===== src/rtl/wadd_seq_if.sv =====
// Host-side bus of the word-serial wide adder: request operands in, status and
// registered result out. The master modport is the requester; slave is wadd_seq.
interface wadd_seq_if #(
    parameter int unsigned W     = 8,
    parameter int unsigned WORDS = 4
);
    logic                 start;
    logic                 cin;
    logic [W*WORDS-1:0]   a;
    logic [W*WORDS-1:0]   b;
    logic                 busy;
    logic                 done;
    logic [W*WORDS-1:0]   s;
    logic                 cout;
    logic                 gen;
    logic                 prop;

    modport master (
        output start, cin, a, b,
        input  busy, done, s, cout, gen, prop
    );

    modport slave (
        input  start, cin, a, b,
        output busy, done, s, cout, gen, prop
    );
endinterface


===== src/rtl/wadd_seq.sv =====
// Word-serial wide adder sequencer. Streams W-bit operand slices, least
// significant first, through one external combinational adder slice and
// resolves the inter-slice carry in a local register.
// Optional feature macro: WADD_SEQ_GP_EN builds group generate/propagate
// accumulators; without it gen and prop are tied to 0.
module wadd_seq #(
    parameter int unsigned W     = 8,
    parameter int unsigned WORDS = 4
) (
    input  logic         clk,
    input  logic         rst,
    wadd_seq_if.slave    bus,
    output logic [W-1:0] slice_a,
    output logic [W-1:0] slice_b,
    output logic         slice_cin,
    input  logic [W-1:0] slice_s,
    input  logic         slice_gen,
    input  logic         slice_prop
);

    localparam int unsigned Wide = W * WORDS;
    localparam int unsigned IdxW = $clog2(WORDS);

    typedef enum logic [1:0] {StIdle, StRun, StDone} state_e;

    state_e            state_q, state_d;
    logic              accept;
    logic              last;
    logic [IdxW-1:0]   idx_q;
    logic [Wide-1:0]   op_a_q, op_b_q;
    logic [Wide-1:0]   acc_q;
    logic [Wide-1:0]   acc_nxt;
    logic              carry_q;
    logic              carry_nxt;
    logic [Wide-1:0]   s_q;
    logic              cout_q;

    // Next-state decode; accept marks the edge that captures a new request
    always_comb begin
        state_d = state_q;
        accept  = 1'b0;
        unique case (state_q)
            StIdle: begin
                if (bus.start) begin
                    accept  = 1'b1;
                    state_d = StRun;
                end
            end
            StRun: begin
                if (last) state_d = StDone;
            end
            StDone: begin
                if (bus.start) begin
                    accept  = 1'b1;
                    state_d = StRun;
                end else begin
                    state_d = StIdle;
                end
            end
            default: state_d = StIdle;
        endcase
    end

    assign last      = (state_q == StRun) && (idx_q == IdxW'(WORDS - 1));
    assign slice_a   = op_a_q[W-1:0];
    assign slice_b   = op_b_q[W-1:0];
    assign slice_cin = carry_q;
    assign carry_nxt = slice_gen | (slice_prop & carry_q);
    // Newest slice enters at the top so the sum ends up aligned after WORDS shifts
    assign acc_nxt   = {slice_s, acc_q[Wide-1:W]};

    // State register
    always_ff @(posedge clk) begin
        if (rst) state_q <= StIdle;
        else     state_q <= state_d;
    end

    // Operand shifting, carry resolution and result capture
    always_ff @(posedge clk) begin
        if (rst) begin
            idx_q   <= '0;
            op_a_q  <= '0;
            op_b_q  <= '0;
            acc_q   <= '0;
            carry_q <= 1'b0;
            s_q     <= '0;
            cout_q  <= 1'b0;
        end else if (accept) begin
            idx_q   <= '0;
            op_a_q  <= bus.a;
            op_b_q  <= bus.b;
            carry_q <= bus.cin;
        end else if (state_q == StRun) begin
            idx_q   <= idx_q + IdxW'(1);
            op_a_q  <= op_a_q >> W;
            op_b_q  <= op_b_q >> W;
            acc_q   <= acc_nxt;
            carry_q <= carry_nxt;
            if (last) begin
                s_q    <= acc_nxt;
                cout_q <= carry_nxt;
            end
        end
    end

    assign bus.busy = (state_q == StRun);
    assign bus.done = (state_q == StDone);
    assign bus.s    = s_q;
    assign bus.cout = cout_q;

`ifdef WADD_SEQ_GP_EN
    logic g_q, p_q;
    logic g_nxt, p_nxt;
    logic gen_q, prop_q;

    assign g_nxt = slice_gen | (slice_prop & g_q);
    assign p_nxt = p_q & slice_prop;

    // Group generate/propagate accumulation, independent of the carry-in
    always_ff @(posedge clk) begin
        if (rst) begin
            g_q    <= 1'b0;
            p_q    <= 1'b1;
            gen_q  <= 1'b0;
            prop_q <= 1'b0;
        end else if (accept) begin
            g_q <= 1'b0;
            p_q <= 1'b1;
        end else if (state_q == StRun) begin
            g_q <= g_nxt;
            p_q <= p_nxt;
            if (last) begin
                gen_q  <= g_nxt;
                prop_q <= p_nxt;
            end
        end
    end

    assign bus.gen  = gen_q;
    assign bus.prop = prop_q;
`else
    assign bus.gen  = 1'b0;
    assign bus.prop = 1'b0;
`endif

endmodule

===== src/flat_wrapper.sv =====
// flat-port wrapper written by rule: the top's interface ports become plain ports
module wadd_seq_flat 
#(
    parameter int unsigned W     = 8,
    parameter int unsigned WORDS = 4
)
  (clk, rst, slice_a, slice_b, slice_cin, slice_s, slice_gen, slice_prop, bus_start, bus_cin, bus_a, bus_b, bus_busy, bus_done, bus_s, bus_cout, bus_gen, bus_prop);
  wadd_seq_if #(.W(W), .WORDS(WORDS)) bus_i ();
  input  logic clk;
  input  logic rst;
  output logic [W-1:0] slice_a;
  output logic [W-1:0] slice_b;
  output logic slice_cin;
  input  logic [W-1:0] slice_s;
  input  logic slice_gen;
  input  logic slice_prop;
  input wire logic [$bits(bus_i.start)-1:0] bus_start;
  input wire logic [$bits(bus_i.cin)-1:0] bus_cin;
  input wire logic [$bits(bus_i.a)-1:0] bus_a;
  input wire logic [$bits(bus_i.b)-1:0] bus_b;
  output wire logic [$bits(bus_i.busy)-1:0] bus_busy;
  output wire logic [$bits(bus_i.done)-1:0] bus_done;
  output wire logic [$bits(bus_i.s)-1:0] bus_s;
  output wire logic [$bits(bus_i.cout)-1:0] bus_cout;
  output wire logic [$bits(bus_i.gen)-1:0] bus_gen;
  output wire logic [$bits(bus_i.prop)-1:0] bus_prop;
  assign bus_i.start = bus_start;
  assign bus_i.cin = bus_cin;
  assign bus_i.a = bus_a;
  assign bus_i.b = bus_b;
  assign bus_busy = bus_i.busy;
  assign bus_done = bus_i.done;
  assign bus_s = bus_i.s;
  assign bus_cout = bus_i.cout;
  assign bus_gen = bus_i.gen;
  assign bus_prop = bus_i.prop;
  wadd_seq #(.W(W), .WORDS(WORDS)) u_core (.clk(clk), .rst(rst), .bus(bus_i), .slice_a(slice_a), .slice_b(slice_b), .slice_cin(slice_cin), .slice_s(slice_s), .slice_gen(slice_gen), .slice_prop(slice_prop));
endmodule

===== config.mk =====
export PLATFORM = sky130hd
export DESIGN_NAME = wadd_seq_flat
export DESIGN_NICKNAME = d
export VERILOG_FILES = /design/src/rtl/wadd_seq_if.sv /design/src/rtl/wadd_seq.sv /design/src/flat_wrapper.sv
export SDC_FILE = /design/constraint.sdc
export NUM_CORES = 1
export LEC_CHECK = 0
export ABC_AREA = 1
export CAP_MARGIN = 25
export CORE_ASPECT_RATIO = 0.5
export CORE_MARGIN = 10
export CORE_UTILIZATION = 53
export CTS_CLUSTER_DIAMETER = 150
export DETAILED_ROUTE_END_ITERATION = 12
export GPL_TIMING_DRIVEN = 1
export PLACE_DENSITY = 0.93
export SYNTH_ARGS = -nofsm -noshare
export SYNTH_HDL_FRONTEND = slang
export SYNTH_SLANG_ARGS = --single-unit

===== constraint.sdc =====
create_clock -name clk -period 2.65 [get_ports clk]
set_input_delay 0.53 -clock clk [delete_from_list [all_inputs] [get_ports clk]]
set_output_delay 0.53 -clock clk [all_outputs]
set_load 0.005 [all_outputs]

==> metrics.txt <==
# TYPE chip_impl_metric gauge
chip_impl_metric{name="period_minus_slack",unit="ps"} 2420
chip_impl_metric{name="first_pass_iteration_count_of_the_detailed_router",unit=""} 5
chip_impl_metric{name="fp.dieH",unit="um"} 91.2
chip_impl_metric{name="cell_rows",unit=""} 25
chip_impl_metric{name="initial_core_util",unit=""} 0.556
chip_impl_metric{name="data_required_critical_path",unit="ps"} 2120
chip_impl_info{name="run_status",value="completed"} 1
chip_impl_info{name="startpoint_of_the_worst_hold_path",value="u_core.acc_q[29]$_SDFFE_PP0P_"} 1
chip_impl_info{name="worstPathCellList",value="inv_2 > nor2_1 > clkdlybuf4s50_1"} 1
chip_impl_metric{name="antenna_violations_before_repair",unit=""} 1
chip_impl_metric{name="htree_levels",unit=""} 4
chip_impl_metric{name="cts.sinks",unit=""} 126
chip_impl_info{name="yosysTopAreaCell",value="sky130_fd_sc_hd__dfxtp_1"} 1
chip_impl_metric{name="crit_path_max_incr_delay",unit="ps"} 570
chip_impl_metric{name="setup_viol",unit=""} 0
chip_impl_metric{name="synth.yosys.seq_area_share",unit=""} 0.469
chip_impl_metric{name="synthesis.area",unit="um2"} 5370
chip_impl_metric{name="worst-path-max-fanout",unit=""} 23
chip_impl_info{name="post_synth_main_area_contributors",value="sky130_fd_sc_hd__dfxtp_1 47%, sky130_fd_sc_hd__nand3_1 15%, sky130_fd_sc_hd__nand2_1 6.9%"} 1
chip_impl_metric{name="whs_path_depth",unit=""} 2
chip_impl_info{name="worstSetupPathType",value="register to primary output"} 1
chip_impl_metric{name="netSwitchingFraction",unit=""} 0.248
chip_impl_info{name="end_kind",value="primary output"} 1
chip_impl_metric{name="yosysTopAreaCellShare",unit=""} 0.469
chip_impl_info{name="rsz0062_at_grt",value="false"} 1
chip_impl_metric{name="final_wtd_congestion",unit=""} 0.846
chip_impl_metric{name="cts.hold.buffers_added",unit=""} 0
chip_impl_metric{name="detailroute.via_count",unit=""} 5160
chip_impl_info{name="hold_path_end",value="u_core.bus.s[21]$_SDFFE_PP0P_"} 1
chip_impl_metric{name="count_of_buffers_added_by_post_cts_timing_repair_for_setup",unit=""} 0
chip_impl_info{name="critPathLaunchType",value="register"} 1
chip_impl_info{name="reg2reg_from",value="u_core.state_q[1]$_SDFFE_PP0P_"} 1
chip_impl_metric{name="synth.ff_latch_count",unit=""} 126
chip_impl_metric{name="worst_setup_hold_path_clk_slew",unit="ps"} 60
chip_impl_metric{name="min_period_over_period",unit=""} 0.915
chip_impl_metric{name="vdd_ir_drop_max",unit="mV"} 0.454
chip_impl_metric{name="power.clock.fraction",unit=""} 0.481
chip_impl_metric{name="worst_skew_pair.late_latency",unit="ps"} 420
chip_impl_metric{name="total_clock_buffers_created_by_cts",unit=""} 17
chip_impl_metric{name="grt_first_pass_wirelength",unit="um"} 23600
chip_impl_metric{name="die_w",unit="um"} 162
chip_impl_metric{name="die_footprint",unit="um2"} 14800
chip_impl_metric{name="drtIter0Drc",unit=""} 342
chip_impl_metric{name="rrSetupSlack",unit="ps"} 550
chip_impl_metric{name="drive_gt1_frac",unit=""} 0.0670
chip_impl_metric{name="grt_start_max_net_pins",unit=""} 66
chip_impl_metric{name="slew_violations",unit=""} 0
chip_impl_metric{name="post-dp-hpwl",unit="um"} 9770
chip_impl_metric{name="relSlewSlack",unit=""} 0.316
chip_impl_info{name="clockRootBuffer",value="sky130_fd_sc_hd__clkbuf_16"} 1
chip_impl_metric{name="power.switching",unit="uW"} 1240
chip_impl_info{name="critPathSlowestCell",value="sky130_fd_sc_hd__clkdlybuf4s50_1"} 1
chip_impl_metric{name="synth_cell_types",unit=""} 19
chip_impl_metric{name="timing.critical_path.arrival",unit="ps"} 1890
chip_impl_metric{name="pin_count",unit=""} 132
chip_impl_metric{name="first_global_vias",unit=""} 4873
chip_impl_metric{name="maxCapViolations",unit=""} 0
chip_impl_metric{name="worstRegToRegCells",unit=""} 6
chip_impl_metric{name="fin_total_pwr",unit="uW"} 5010
chip_impl_metric{name="p_int",unit="uW"} 3770
chip_impl_metric{name="cts_resized",unit=""} 0
chip_impl_metric{name="num-nets-final",unit=""} 902
chip_impl_metric{name="antenna_left",unit=""} 0
chip_impl_metric{name="finalClockSkew",unit="ps"} 8.76
chip_impl_metric{name="setup_tns",unit="ps"} 0
chip_impl_metric{name="globalRouteOverflowTotal",unit=""} 0
chip_impl_metric{name="comb_power_share",unit=""} 0.107
chip_impl_metric{name="place.port_buffers",unit=""} 129
chip_impl_metric{name="cts.path.max_buffers",unit=""} 2
chip_impl_metric{name="route.detailed.vias_per_inst",unit=""} 5.31
chip_impl_metric{name="grt_util_all_layers",unit=""} 0.192
chip_impl_metric{name="drt_drc_violations_left",unit=""} 0
chip_impl_metric{name="power-per-cell-area",unit="nW/um2"} 706
chip_impl_metric{name="timing_worst_slew_pin_value",unit="ps"} 1020
chip_impl_metric{name="wirelength",unit="um"} 14700
chip_impl_metric{name="maxClockFrequency",unit="GHz"} 0.412
chip_impl_info{name="tritoncts",value="yes"} 1
chip_impl_metric{name="pwr-share-seq",unit=""} 0.412
chip_impl_info{name="regToRegEndpoint",value="u_core.bus.s[9]$_SDFFE_PP0P_"} 1
chip_impl_metric{name="design.core.area",unit="um2"} 9670
chip_impl_metric{name="syn-instance-count",unit=""} 737
chip_impl_metric{name="final-hold-violation-count",unit=""} 0
chip_impl_metric{name="fillers",unit=""} 709
chip_impl_info{name="min_path_type",value="register to register"} 1
chip_impl_metric{name="power_leakage",unit="uW"} 0.00298
chip_impl_metric{name="post_drt_wl_per_cell",unit="um"} 15.1
chip_impl_metric{name="whs",unit="ps"} 463
chip_impl_metric{name="yosysWarnings",unit=""} 0
chip_impl_metric{name="syn_area_per_cell",unit="um2"} 7.29
chip_impl_metric{name="layout-area-overhead-vs-synth",unit="%"} 32.0
per-stage QoR:
stage / instance area [um2] / instances / utilization / setup slack, ps
floorplan: 5380 / 738 / - / 1320
global placement: 6470 / 939 / 0.670 / 568
detailed placement: 6470 / 939 / 0.670 / 505
CTS: 7090 / 971 / 0.733 / 62.2
global route: 7090 / 972 / 0.734 / 150
finish: 7090 / 972 / 0.734 / 225
final cells by class:
class	instances	area [um2]	area share
Multi-Input combinational cell	471	2160	0.304
Clock buffer	18	439	0.0619
Clock inverter	14	178	0.0250
Tap cell	135	169	0.0238
Sequential cell	126	2530	0.356
Antenna cell	1	2.50	0.000353
Timing Repair Buffer	142	1380	0.194
Inverter	65	244	0.0344
cells in the mapped netlist:
| cell type | count |
|---|---|
| sky130_fd_sc_hd__nand3_1 | 157 |
| sky130_fd_sc_hd__nand2_2 | 2 |
| sky130_fd_sc_hd__a21oi_1 | 73 |
| sky130_fd_sc_hd__clkbuf_2 | 1 |
| sky130_fd_sc_hd__buf_1 | 2 |
| sky130_fd_sc_hd__inv_1 | 61 |
| sky130_fd_sc_hd__clkbuf_1 | 15 |
| sky130_fd_sc_hd__inv_2 | 4 |
| sky130_fd_sc_hd__nor2_4 | 2 |
| sky130_fd_sc_hd__buf_2 | 26 |
| sky130_fd_sc_hd__nand2_1 | 99 |
| sky130_fd_sc_hd__nor2_1 | 81 |
| sky130_fd_sc_hd__xor2_1 | 1 |
| sky130_fd_sc_hd__conb_1 | 1 |
| sky130_fd_sc_hd__dfxtp_1 | 126 |
| sky130_fd_sc_hd__ha_1 | 1 |
| sky130_fd_sc_hd__o21ai_0 | 53 |
| sky130_fd_sc_hd__buf_4 | 28 |
| sky130_fd_sc_hd__buf_6 | 4 |
kinds of logic after synthesis:
family,Yosys count,share of synthesized area
AND/OR/NAND/NOR,341,0.279
buffers and inverters,141,0.130
AO/OA/AOI/OAI,126,0.117
flip-flops,126,0.469
XOR/XNOR,1,0.00163
adder cells (fa/ha/maj),1,0.00233
other,1,0.000698
worst max-delay path, delay by kind of cell, from the launching register on:
family,cells,cell delay [ps]
flops,1,500
buf+inv,2,780
simple gates,1,190
registers in the layout, indices dropped and copies added, names as in the netlist:
register	count
u_core.acc_q	24
u_core.slice_cin	1
u_core.op_b_q	32
u_core.bus.s	32
u_core.idx_q	2
u_core.state_q	2
u_core.op_a_q	32
u_core.bus.cout	1
power groups by stage:
stage               clock, uW  combinational, uW  sequential, uW
floorplan                   0                359            2080
global route             2530                593            2070
global placement            0                514            2100
CTS                      2430                534            2060
finish                   2410                534            2060
detailed placement          0                526            2100
cells in the final DEF, fill, tap and decap left out, types with 13 or more instances in the layout:
cell type,Yosys,layout
sky130_fd_sc_hd__buf_4,28,13
sky130_fd_sc_hd__nand2_1,99,99
sky130_fd_sc_hd__clkbuf_16,0,17
sky130_fd_sc_hd__nor2_1,81,81
sky130_fd_sc_hd__inv_1,61,61
sky130_fd_sc_hd__nand3_1,157,157
sky130_fd_sc_hd__clkdlybuf4s50_1,0,127
sky130_fd_sc_hd__dfxtp_1,126,125
sky130_fd_sc_hd__a21oi_1,73,73
sky130_fd_sc_hd__o21ai_0,53,53
worst max path at each step:
| stage | depth (start not counted) | from | endpoint | slack, ps |
|---|---|---|---|---|
| finish | 3 | u_core.state_q[0]$_SDFFE_PP0P_ | bus_busy | 230 |
| global route | 3 | u_core.state_q[0]$_SDFFE_PP0P_ | bus_busy | 150 |
| CTS | 3 | u_core.state_q[0]$_SDFFE_PP0P_ | bus_busy | 60 |
| detailed placement | 3 | u_core.state_q[0]$_SDFFE_PP0P_ | bus_busy | 510 |
| global placement | 3 | u_core.state_q[0]$_SDFFE_PP0P_ | bus_busy | 570 |
| floorplan | 4 | u_core.state_q[0]$_SDFFE_PP0P_ | bus_busy | 1320 |
per-layer routing:
metal	up-vias	GRT usage	wire (um)
met1	2399	0.218	5860
met2	180	0.336	7470
met3	27	0.0491	1030
li1	2554	-	-
met4	0	0.0851	306
met5	-	0	0
Power figures use the tool's default switching activity.
==> patch: new RTL, config.mk and constraints unchanged <==
`WORDS` is set to 4 in 3 places; all go to 2.
--- a/src/rtl/wadd_seq_if.sv
+++ b/src/rtl/wadd_seq_if.sv
@@ -3,5 +3,5 @@
 interface wadd_seq_if #(
     parameter int unsigned W     = 8,
-    parameter int unsigned WORDS = 4
+    parameter int unsigned WORDS = 2
 );
     logic                 start;
--- a/src/rtl/wadd_seq.sv
+++ b/src/rtl/wadd_seq.sv
@@ -6,5 +6,5 @@
 module wadd_seq #(
     parameter int unsigned W     = 8,
-    parameter int unsigned WORDS = 4
+    parameter int unsigned WORDS = 2
 ) (
     input  logic         clk,
--- a/src/flat_wrapper.sv
+++ b/src/flat_wrapper.sv
@@ -3,5 +3,5 @@
 #(
     parameter int unsigned W     = 8,
-    parameter int unsigned WORDS = 4
+    parameter int unsigned WORDS = 2
 )
   (clk, rst, slice_a, slice_b, slice_cin, slice_s, slice_gen, slice_prop, bus_start, bus_cin, bus_a, bus_b, bus_busy, bus_done, bus_s, bus_cout, bus_gen, bus_prop);
Interface: changed (resized bus_a, bus_b and bus_s); port bits go from 132 to 84. The function was not compared with the original's and may differ.
==> patch against the unedited design <==
  * Wire length fell by 48%
  * Setup slack gained 0.21 ns
  * Final area is 51% lower
  * Clock power decreased by 63%
  * Synthesized area is 52% lower
  * Fmax grew 9.6%
  * Sequential cell count decreased by 65
  * Total power down 55%
  * Utilization grew 2.6 points
  * Hold slack worse by 0.016 ns
  * Count of clock-buffer cells in the layout down 7
  * Cell count down 51%
  * Critical endpoint is now bus_done
  * Highest routed layer unchanged
==> patch: results (changes against the unedited design) <==
| Metric | Value |
|---|---|
| Placed insts | 460 (-51%) |
| Yosys cell types | 20 (+1) |
| M2 GR Usage | 0.308 (-0.0274) |
| Number of cells on the worst reg-to-reg path | 5 (-1) |
| Clock power frac | 0.393 (-0.088) |
| Clkbuf count | 11 (-7) |
| Clock Skews | 0.00421 ns (-0.00454 ns) |
| Nets | 451 (-50%) |
| GR met1 Demand/Resource | 0.184 (-0.0335) |
| Worst setup path endpoint | bus_done |
| Sink Count | 61 (-52%) |
| R2R Setup Slk | 0.91 ns (+0.36 ns) |
| Top post-synthesis cells by area | dfxtp_1 47%, nand3_1 13%, nand2_1 10% |
| Largest net degree at the start of global routing | 46 (-30%) |
| Total Wirelength | 7610 µm (-48%) |
| Antenna Cells | 0 (-1) |
| All-Layer GR Usage | 0.180 (-0.0122) |
| WL/cell | 16.0 µm (+5.9%) |
| Mean Syn Cell Area | 7.49 µm² (+2.8%) |
| Clk_lat worst skew | 0.35 ns (-0.07 ns) |
| Vias in the first global route | 2,501 (-49%) |
| Reg-to-reg endpoint | u_core.bus.s[13]$_SDFFE_PP0P_ |
| Port buffer count | 81 (-37%) |
| Multi-input combinational area share | 0.299 (-0.00480) |
| VDD IR-drop max | 0.000395 V (-13%) |
| Seq pwr share | 0.451 (+0.039) |
| Hold Path Sink | u_core.bus.s[3]$_SDFFE_PP0P_ |
| Outcome | finished clean |
| CTS buffer count | 9 (-8) |
| Non-CTS inverters | 24 (-63%) |
| Gpl congestion | 0.800 (-5.5%) |
| Share of layout cells above drive strength 1 | 0.0634 (-0.00357) |
| Multi-input gates | 225 (-52%) |
| Leading cell types by count after synthesis | 70 x nand2_1, 65 x nand3_1, 61 x dfxtp_1 |
| Power Internal | 1.67 mW (-56%) |
| Arrival @ worst endpoint | 1.68 ns (-0.21 ns) |
| Layout clock area frac | 0.0594 (-0.0276) |
| Hold path start | u_core.acc_q[11]$_SDFFE_PP0P_ |
| Non-clk buf share | 0.240 (+0.0454) |
| Global-route wire length before repair | 12,100 µm (-49%) |
| Lkg Pwr | 1.46 nW (-51%) |
| Initial DRC Count | 266 (-22%) |
==> patch: metal layers <==
layer | up-vias | part of all wire
li1 | 1220 | -
met1 | 1155 | 0.39
met2 | 122 | 0.50
met3 | 33 | 0.077
met4 | 0 | 0.035
met5 | - | 0
==> patch: through the flow <==
step	area [µm²]	hold slack [ns]	utilization	worst slack [ns]	power, mW
2_1_floorplan	2600	0.427	-	1.30	1.24
3_3_place_gp	3270	0.427	0.715	0.798	1.36
3_5_place_dp	3270	0.440	0.715	0.711	1.37
4_1_cts	3480	0.444	0.760	0.422	2.26
5_1_grt	3480	0.455	0.760	0.331	2.34
6_report	3480	0.447	0.760	0.438	2.24
==> patch: kinds of logic after synthesis <==
logic type | count (synthesis) | synth area share
other | 1 | 0.00144
DFF | 61 | 0.470
AOI/OAI and AO/OA | 49 | 0.0943
buffers and inverters | 62 | 0.132
and+or+nand+nor | 174 | 0.303
